$ cat src/rtl/dmem_arb_pkg.sv
// Shared types and defaults for the two-port data-memory arbiter.
package dmem_arb_pkg;

  typedef enum logic [1:0] {
    IDLE = 2'd0,
    OWN0 = 2'd1,
    OWN1 = 2'd2
  } arb_state_t;

  // Port index: 0 = core load/store unit, 1 = program loader / DMA.
  typedef logic port_t;

  localparam int unsigned AwDefault      = 8;
  localparam int unsigned LockMaxDefault = 4;

  function automatic port_t other_port(input port_t p);
    return ~p;
  endfunction

endpackage

$ cat src/rtl/dmem_arbiter_if.sv
// Requester and memory-pin bundle. The master side is both requesters plus the memory;
// the slave side is the arbiter.
interface dmem_arbiter_if #(
  parameter int unsigned AW = 8
) ();

  logic          Req0, Req1;
  logic          We0, We1;
  logic          Lock0, Lock1;
  logic [AW-1:0] Addr0, Addr1;
  logic [7:0]    WData0, WData1;
  logic          Gnt0, Gnt1;
  logic [7:0]    RData0, RData1;
  logic          RValid0, RValid1;
  logic [AW-1:0] MemAddress;
  logic          MemRead;
  logic          MemWrite;
  logic [7:0]    MemDataIn;
  logic [7:0]    MemDataOut;

  modport master (
    output Req0, Req1, We0, We1, Lock0, Lock1, Addr0, Addr1, WData0, WData1, MemDataOut,
    input  Gnt0, Gnt1, RData0, RData1, RValid0, RValid1,
    input  MemAddress, MemRead, MemWrite, MemDataIn
  );

  modport slave (
    input  Req0, Req1, We0, We1, Lock0, Lock1, Addr0, Addr1, WData0, WData1, MemDataOut,
    output Gnt0, Gnt1, RData0, RData1, RValid0, RValid1,
    output MemAddress, MemRead, MemWrite, MemDataIn
  );

endinterface

$ cat src/rtl/dmem_port_mux.sv
// Combinational selection of the memory pins from the owning port.
module dmem_port_mux
  import dmem_arb_pkg::*;
#(
  parameter int unsigned AW = AwDefault
) (
  input  logic          own_valid_i,
  input  port_t         owner_i,
  input  logic          block_i,
  input  logic [1:0]    req_i,
  input  logic [1:0]    we_i,
  input  logic [AW-1:0] addr0_i,
  input  logic [AW-1:0] addr1_i,
  input  logic [7:0]    wdata0_i,
  input  logic [7:0]    wdata1_i,
  output logic [1:0]    gnt_o,
  output logic [AW-1:0] mem_addr_o,
  output logic          mem_read_o,
  output logic          mem_write_o,
  output logic [7:0]    mem_wdata_o
);

  // An access happens only when the owner requests and reset is low; otherwise pins idle at 0.
  always_comb begin
    gnt_o       = '0;
    mem_addr_o  = '0;
    mem_read_o  = 1'b0;
    mem_write_o = 1'b0;
    mem_wdata_o = '0;
    if (own_valid_i && !block_i && req_i[owner_i]) begin
      gnt_o[owner_i] = 1'b1;
      mem_addr_o     = owner_i ? addr1_i : addr0_i;
      mem_wdata_o    = owner_i ? wdata1_i : wdata0_i;
      mem_read_o     = !we_i[owner_i];
      mem_write_o    = we_i[owner_i];
    end
  end

endmodule

$ cat src/rtl/dmem_arbiter.sv
// Round-robin arbiter for a single-port data memory with a bounded ownership lock.
module dmem_arbiter
  import dmem_arb_pkg::*;
#(
  parameter int unsigned AW       = AwDefault,
  parameter int unsigned LOCK_MAX = LockMaxDefault
) (
  input logic           CLK,
  input logic           Reset,
  dmem_arbiter_if.slave bus
);

  localparam int unsigned      HoldW   = (LOCK_MAX > 1) ? $clog2(LOCK_MAX) : 1;
  localparam logic [HoldW-1:0] HoldMax = HoldW'(LOCK_MAX - 1);

  arb_state_t       state_q, state_d;
  port_t            prio_q, prio_d;
  logic [HoldW-1:0] holdcnt_q, holdcnt_d;

  logic       own_valid;
  port_t      owner;
  logic [1:0] req, we, lock, gnt;
  logic       req_own, req_oth, lock_own;

  logic [1:0] rvalid_q, rvalid_d;
  logic [7:0] rdata0_q, rdata0_d, rdata1_q, rdata1_d;

  logic [AW-1:0] mem_addr;
  logic          mem_read, mem_write;
  logic [7:0]    mem_wdata;

  assign req      = {bus.Req1, bus.Req0};
  assign we       = {bus.We1, bus.We0};
  assign lock     = {bus.Lock1, bus.Lock0};
  assign req_own  = req[owner];
  assign req_oth  = req[other_port(owner)];
  assign lock_own = lock[owner];

  // FSM state register: state, tie-break priority and lock hold counter.
  always_ff @(posedge CLK) begin
    if (Reset) begin
      state_q   <= IDLE;
      prio_q    <= 1'b0;
      holdcnt_q <= '0;
    end else begin
      state_q   <= state_d;
      prio_q    <= prio_d;
      holdcnt_q <= holdcnt_d;
    end
  end

  // FSM next state: ordered ownership rules, first match wins.
  always_comb begin
    state_d   = state_q;
    prio_d    = prio_q;
    holdcnt_d = holdcnt_q;
    unique case (state_q)
      IDLE: begin
        if (req[0] && req[1]) begin
          state_d = prio_q ? OWN1 : OWN0;
        end else if (req[0]) begin
          state_d = OWN0;
        end else if (req[1]) begin
          state_d = OWN1;
        end
      end
      OWN0, OWN1: begin
        if (req_own && lock_own && (holdcnt_q < HoldMax)) begin
          holdcnt_d = holdcnt_q + 1'b1;
        end else if (req_oth) begin
          state_d   = owner ? OWN0 : OWN1;
          holdcnt_d = '0;
          prio_d    = owner;
        end else if (req_own) begin
          if (holdcnt_q < HoldMax) holdcnt_d = holdcnt_q + 1'b1;
        end else begin
          state_d   = IDLE;
          holdcnt_d = '0;
          prio_d    = other_port(owner);
        end
      end
      default: begin
        state_d   = IDLE;
        holdcnt_d = '0;
      end
    endcase
  end

  // FSM outputs: which port, if any, owns the memory.
  always_comb begin
    own_valid = 1'b0;
    owner     = 1'b0;
    unique case (state_q)
      OWN0: own_valid = 1'b1;
      OWN1: begin
        own_valid = 1'b1;
        owner     = 1'b1;
      end
      default: ;
    endcase
  end

  dmem_port_mux #(
    .AW (AW)
  ) u_port_mux (
    .own_valid_i (own_valid),
    .owner_i     (owner),
    .block_i     (Reset),
    .req_i       (req),
    .we_i        (we),
    .addr0_i     (bus.Addr0),
    .addr1_i     (bus.Addr1),
    .wdata0_i    (bus.WData0),
    .wdata1_i    (bus.WData1),
    .gnt_o       (gnt),
    .mem_addr_o  (mem_addr),
    .mem_read_o  (mem_read),
    .mem_write_o (mem_write),
    .mem_wdata_o (mem_wdata)
  );

  // Read return: capture memory data on a read grant; RData holds between reads.
  always_comb begin
    rvalid_d = gnt & ~we;
    rdata0_d = rvalid_d[0] ? bus.MemDataOut : rdata0_q;
    rdata1_d = rvalid_d[1] ? bus.MemDataOut : rdata1_q;
  end

  // Read-return registers.
  always_ff @(posedge CLK) begin
    if (Reset) begin
      rvalid_q <= '0;
      rdata0_q <= '0;
      rdata1_q <= '0;
    end else begin
      rvalid_q <= rvalid_d;
      rdata0_q <= rdata0_d;
      rdata1_q <= rdata1_d;
    end
  end

  assign bus.Gnt0       = gnt[0];
  assign bus.Gnt1       = gnt[1];
  assign bus.MemAddress = mem_addr;
  assign bus.MemRead    = mem_read;
  assign bus.MemWrite   = mem_write;
  assign bus.MemDataIn  = mem_wdata;
  assign bus.RValid0    = rvalid_q[0];
  assign bus.RValid1    = rvalid_q[1];
  assign bus.RData0     = rdata0_q;
  assign bus.RData1     = rdata1_q;

endmodule
$ cat src/flat_wrapper.sv
// flat-port wrapper written by rule: the top's interface ports become plain ports
module dmem_arbiter_flat import dmem_arb_pkg::*;
#(
  parameter int unsigned AW       = AwDefault,
  parameter int unsigned LOCK_MAX = LockMaxDefault
)
  (CLK, Reset, bus_Req0, bus_Req1, bus_We0, bus_We1, bus_Lock0, bus_Lock1, bus_Addr0, bus_Addr1, bus_WData0, bus_WData1, bus_MemDataOut, bus_Gnt0, bus_Gnt1, bus_RData0, bus_RData1, bus_RValid0, bus_RValid1, bus_MemAddress, bus_MemRead, bus_MemWrite, bus_MemDataIn);
  dmem_arbiter_if #(.AW(AW)) bus_i ();
  input logic CLK;
  input logic Reset;
  input wire logic [$bits(bus_i.Req0)-1:0] bus_Req0;
  input wire logic [$bits(bus_i.Req1)-1:0] bus_Req1;
  input wire logic [$bits(bus_i.We0)-1:0] bus_We0;
  input wire logic [$bits(bus_i.We1)-1:0] bus_We1;
  input wire logic [$bits(bus_i.Lock0)-1:0] bus_Lock0;
  input wire logic [$bits(bus_i.Lock1)-1:0] bus_Lock1;
  input wire logic [$bits(bus_i.Addr0)-1:0] bus_Addr0;
  input wire logic [$bits(bus_i.Addr1)-1:0] bus_Addr1;
  input wire logic [$bits(bus_i.WData0)-1:0] bus_WData0;
  input wire logic [$bits(bus_i.WData1)-1:0] bus_WData1;
  input wire logic [$bits(bus_i.MemDataOut)-1:0] bus_MemDataOut;
  output wire logic [$bits(bus_i.Gnt0)-1:0] bus_Gnt0;
  output wire logic [$bits(bus_i.Gnt1)-1:0] bus_Gnt1;
  output wire logic [$bits(bus_i.RData0)-1:0] bus_RData0;
  output wire logic [$bits(bus_i.RData1)-1:0] bus_RData1;
  output wire logic [$bits(bus_i.RValid0)-1:0] bus_RValid0;
  output wire logic [$bits(bus_i.RValid1)-1:0] bus_RValid1;
  output wire logic [$bits(bus_i.MemAddress)-1:0] bus_MemAddress;
  output wire logic [$bits(bus_i.MemRead)-1:0] bus_MemRead;
  output wire logic [$bits(bus_i.MemWrite)-1:0] bus_MemWrite;
  output wire logic [$bits(bus_i.MemDataIn)-1:0] bus_MemDataIn;
  assign bus_i.Req0 = bus_Req0;
  assign bus_i.Req1 = bus_Req1;
  assign bus_i.We0 = bus_We0;
  assign bus_i.We1 = bus_We1;
  assign bus_i.Lock0 = bus_Lock0;
  assign bus_i.Lock1 = bus_Lock1;
  assign bus_i.Addr0 = bus_Addr0;
  assign bus_i.Addr1 = bus_Addr1;
  assign bus_i.WData0 = bus_WData0;
  assign bus_i.WData1 = bus_WData1;
  assign bus_i.MemDataOut = bus_MemDataOut;
  assign bus_Gnt0 = bus_i.Gnt0;
  assign bus_Gnt1 = bus_i.Gnt1;
  assign bus_RData0 = bus_i.RData0;
  assign bus_RData1 = bus_i.RData1;
  assign bus_RValid0 = bus_i.RValid0;
  assign bus_RValid1 = bus_i.RValid1;
  assign bus_MemAddress = bus_i.MemAddress;
  assign bus_MemRead = bus_i.MemRead;
  assign bus_MemWrite = bus_i.MemWrite;
  assign bus_MemDataIn = bus_i.MemDataIn;
  dmem_arbiter #(.AW(AW), .LOCK_MAX(LOCK_MAX)) u_core (.CLK(CLK), .Reset(Reset), .bus(bus_i));
endmodule
$ cat config.mk
export PLATFORM = sky130hd
export DESIGN_NAME = dmem_arbiter_flat
export DESIGN_NICKNAME = d
export VERILOG_FILES = /design/src/rtl/dmem_arb_pkg.sv /design/src/rtl/dmem_arbiter_if.sv /design/src/rtl/dmem_port_mux.sv /design/src/rtl/dmem_arbiter.sv /design/src/flat_wrapper.sv
export SDC_FILE = /design/constraint.sdc
export NUM_CORES = 1
export LEC_CHECK = 0
export ABC_CLOCK_PERIOD_IN_PS = 2000
export BUFFER_PORTS_ARGS = -buffer_cell sky130_fd_sc_hd__buf_2
export CORE_AREA = 2 2 65 67
export DETAILED_ROUTE_END_ITERATION = 6
export DIE_AREA = 0 0 67 69
export PLACE_DENSITY = 0.73
export SYNTH_ARGS = -nofsm -noshare
export SYNTH_HDL_FRONTEND = slang
export SYNTH_HIERARCHICAL = 1
export SYNTH_SLANG_ARGS = --single-unit
$ cat constraint.sdc
create_clock -name CLK -period 2 [get_ports CLK]
set_clock_uncertainty 0.1 [all_clocks]
set_input_delay 0.4 -clock CLK [delete_from_list [all_inputs] [get_ports CLK]]
set_output_delay 0.4 -clock CLK [all_outputs]
set_load 0.05 [all_outputs]
==> results.toml <==
[die]
initial_core_util_pct = 37.9
rows = 23
dieArea_um2 = 4620
fp.dieH_um = 69
die_x_um = 67
core_area_um2 = 3910
io_pins = 86

[synthesis]
muxShareOfSynthArea_pct = 17.4
synth_cell_type_count = 33
synth_top_family_by_area = "simple AND/OR/NAND/NOR gates"
ys_seq_elements = 23
yosys.area_share.adder_pct = 4.21
async_flop_share_pct = 0
avgSynthCellArea_um2 = 8.54
syn-instance-count = 174
synth-seq-area-share_pct = 31.0
synth-xor-area-share_pct = 0
ys_dominant_reg_cell = "dfxtp_1"
yosysWarnings = 6
synth-compound-area-share_pct = 10.9
yosys.area_share.simple_pct = 31.1
netlist_area_um2 = 1490
syn_nets = 227
synth_enable_flop_cells = 0

[place]
gp_congestion = 0.780
port_buffers = 85
place_ws_ns = 0.0437
placed_area_um2 = 2230
hpwlAfterDp_um = 3040

[global_route]
antenna_found_initial = 0
grt_pass1_vias = 1524
grt_max_degree = 29
grt.overflow.total = 0
grt_pass1_wl_um = 6550
grt_usage_pct = 17.4

[clock_tree]
htree_levels = 1
tritoncts = "built"
clk_path_buf_depth = 2
numCtsBuffers = 3
clk_latency_ns = 0.26
clock-sinks = 23
path_clk_slew_ns = 0.08
cts-root-buf = "clkbuf_8"

[detailed_routing]
drc_errors = 0
drt_pass1_iterations = 3
postRouteAntennaNets = 0
via_per_inst = 4.86
vias = 1561
routed_wl_um = 4160
initialDrtViolationCount = 33
wl_per_cell_um = 13.0

[critical_path]
critPathLaunchType = "register"
r2r_cells = 10
r2r_slack_ns = 0.12
path_max_fanout = 8
crit_path_cell_trace = "inv_4, ha_4, mux2i_4, clkbuf_16, nor3_4, buf_6"
end_kind = "output pin"
worst_ep_arrival_time_ns = 1.65
slowest_delay_ns = 0.35
crit_type = "reg -> out"
cp.required_ns = 1.50
r2r-start = "u_core/state_q[1]"
timing.rr.end = "u_core/bus.RData1[2]"
cp_slowest_cell = "dfxtp_2"

[status]
violations = "setup timing"
status = "finished, violations left"

[finish]
nets = 325
final_layout_size_suffix_gt1_share_pct = 55.7
fin_util_pct = 65.0
layout_common_cells = "buf_2 (65), nand2_1 (36), buf_6 (22)"
postLayoutCellArea_um2 = 2540
diodes = 0
final_common_cell = "buf_2"
areaGrowthSynthToFinish_pct = 71.3

[timing]
clock.fmax_mhz = 466
finalCritPeriodShare_pct = 107
relSlewSlack_pct = 72.1
rsz0062_at_grt = "yes"
fin_crit_ns = 2.15
worst_slack_ns = -0.146
final-hold-violation-count = 0
whs_ns = 0.277
tightest_slew_ns = 0.418
slew_violations = 0
setup_violations = 20

[min_path]
whs_endpoint = "u_core/bus.RData0[1]"
min_from = "bus_MemDataOut[1]"
hold_path_depth = 3
hp-class = "in -> reg"

[run]
maxCapViolCount = 0

[power]
p_leak_nw = 1.13
power_density_nw_per_um2 = 1080
ir_worst_vdd_v = 0.000644
[metrics by stage]
stage / TNS, ns / std cells / total power, mW
after floorplan: -4.17 / 174 / 1.79
after global routing: -3.91 / 321 / 2.88
final: -2.54 / 321 / 2.74
after detailed placement: 0 / 312 / 2.14
after global placement: 0 / 312 / 2.12
after CTS: -2.91 / 316 / 2.57
[where the power goes]
part / switching [mW] / internal, mW / leakage (nW)
Clock: 0.147 / 0.139 / 0.0255
Combinational: 1.05 / 0.860 / 0.918
Sequential: 0.0336 / 0.508 / 0.187
[per-layer routing]
| layer | routed length (um) | up-vias | GRT usage [%] |
|---|---|---|---|
| met5 | 0 | - | 0 |
| met4 | 41 | 0 | 4.76 |
| met3 | 314 | 5 | 3.26 |
| met2 | 2150 | 54 | 32.7 |
| met1 | 1660 | 710 | 19.2 |
| li1 | - | 792 | - |
[worst max-delay path: cells and delay by family, from the launching register on]
kind          cells  cell delay [ns]
buf+inv           3             0.48
flops             1             0.35
mux               1             0.32
fa+ha+maj         1             0.19
simple gates      1             0.04
[area by class of cell]
class	instances	area [um2]
fillers	318	1370
repair buffers	105	776
clock inverters	1	5.00
clock buffers	3	41.3
multi-input cells	136	1180
inverters	3	13.8
flip-flops and latches	23	465
well taps	50	62.6
[cell families (layout without fill, tap and decap cells)]
logic type,Yosys count,count (layout)
flip-flops,23,23
adder cells (fa/ha/maj),5,5
AND/OR/NAND/NOR,83,83
buffers and inverters,15,112
multiplexers,24,24
AO/OA/AOI/OAI,24,24
[flip-flops by register name, indices dropped and copies added (netlist names)]
| register | cells |
|---|---|
| u_core/state_q | 2 |
| u_core/bus.RData0 | 8 |
| u_core/holdcnt_q | 2 |
| u_core/rvalid_q | 2 |
| u_core/bus.RData1 | 8 |
| u_core/prio_q | 1 |
[timing repair]
| item | CTS | global route |
|---|---|---|
| resized for setup | 50 | 6 |
| hold buffers | 0 | 0 |
| endpoints found under the hold margin | 0 | 0 |
| gates cloned | 0 | 3 |
| pin swaps | 0 | 3 |
| buffers inserted | 0 | 2 |
| setup endpoints to repair | 20 | 25 |
[synthesized netlist by cell type, types with 2 or more instances]
library cell	instances	area share [%]
buf_2	2	0.67
buf_1	2	0.51
buf_6	3	2.3
nand3_1	2	0.67
nand2_1	36	9.1
ha_1	5	4.2
dfxtp_1	23	31
clkbuf_1	5	1.3
nor2b_1	4	1.7
nor2_1	5	1.3
nor3b_1	2	1.0
mux2i_1	22	15
inv_1	3	0.76
a21oi_1	16	5.4
nor3_2	10	6.7
nand2b_1	9	3.8
nor3_1	9	3.0
[how the worst max path moves through the flow]
stage / start / endpoint / slack, ns / cells after the start
after floorplan: u_core/state_q[0] / u_core/bus.RData0[1] / -0.29 / 9
after global placement: u_core/state_q[1] / bus_MemAddress[5] / 0.07 / 6
after detailed placement: u_core/state_q[1] / bus_MemAddress[4] / 0.04 / 6
final: u_core/state_q[0] / bus_MemAddress[5] / -0.15 / 6
after CTS: u_core/state_q[0] / bus_MemAddress[5] / -0.16 / 6
after global routing: u_core/state_q[0] / bus_MemDataIn[0] / -0.22 / 6
Note: power is estimated with default switching activity, not from simulation.
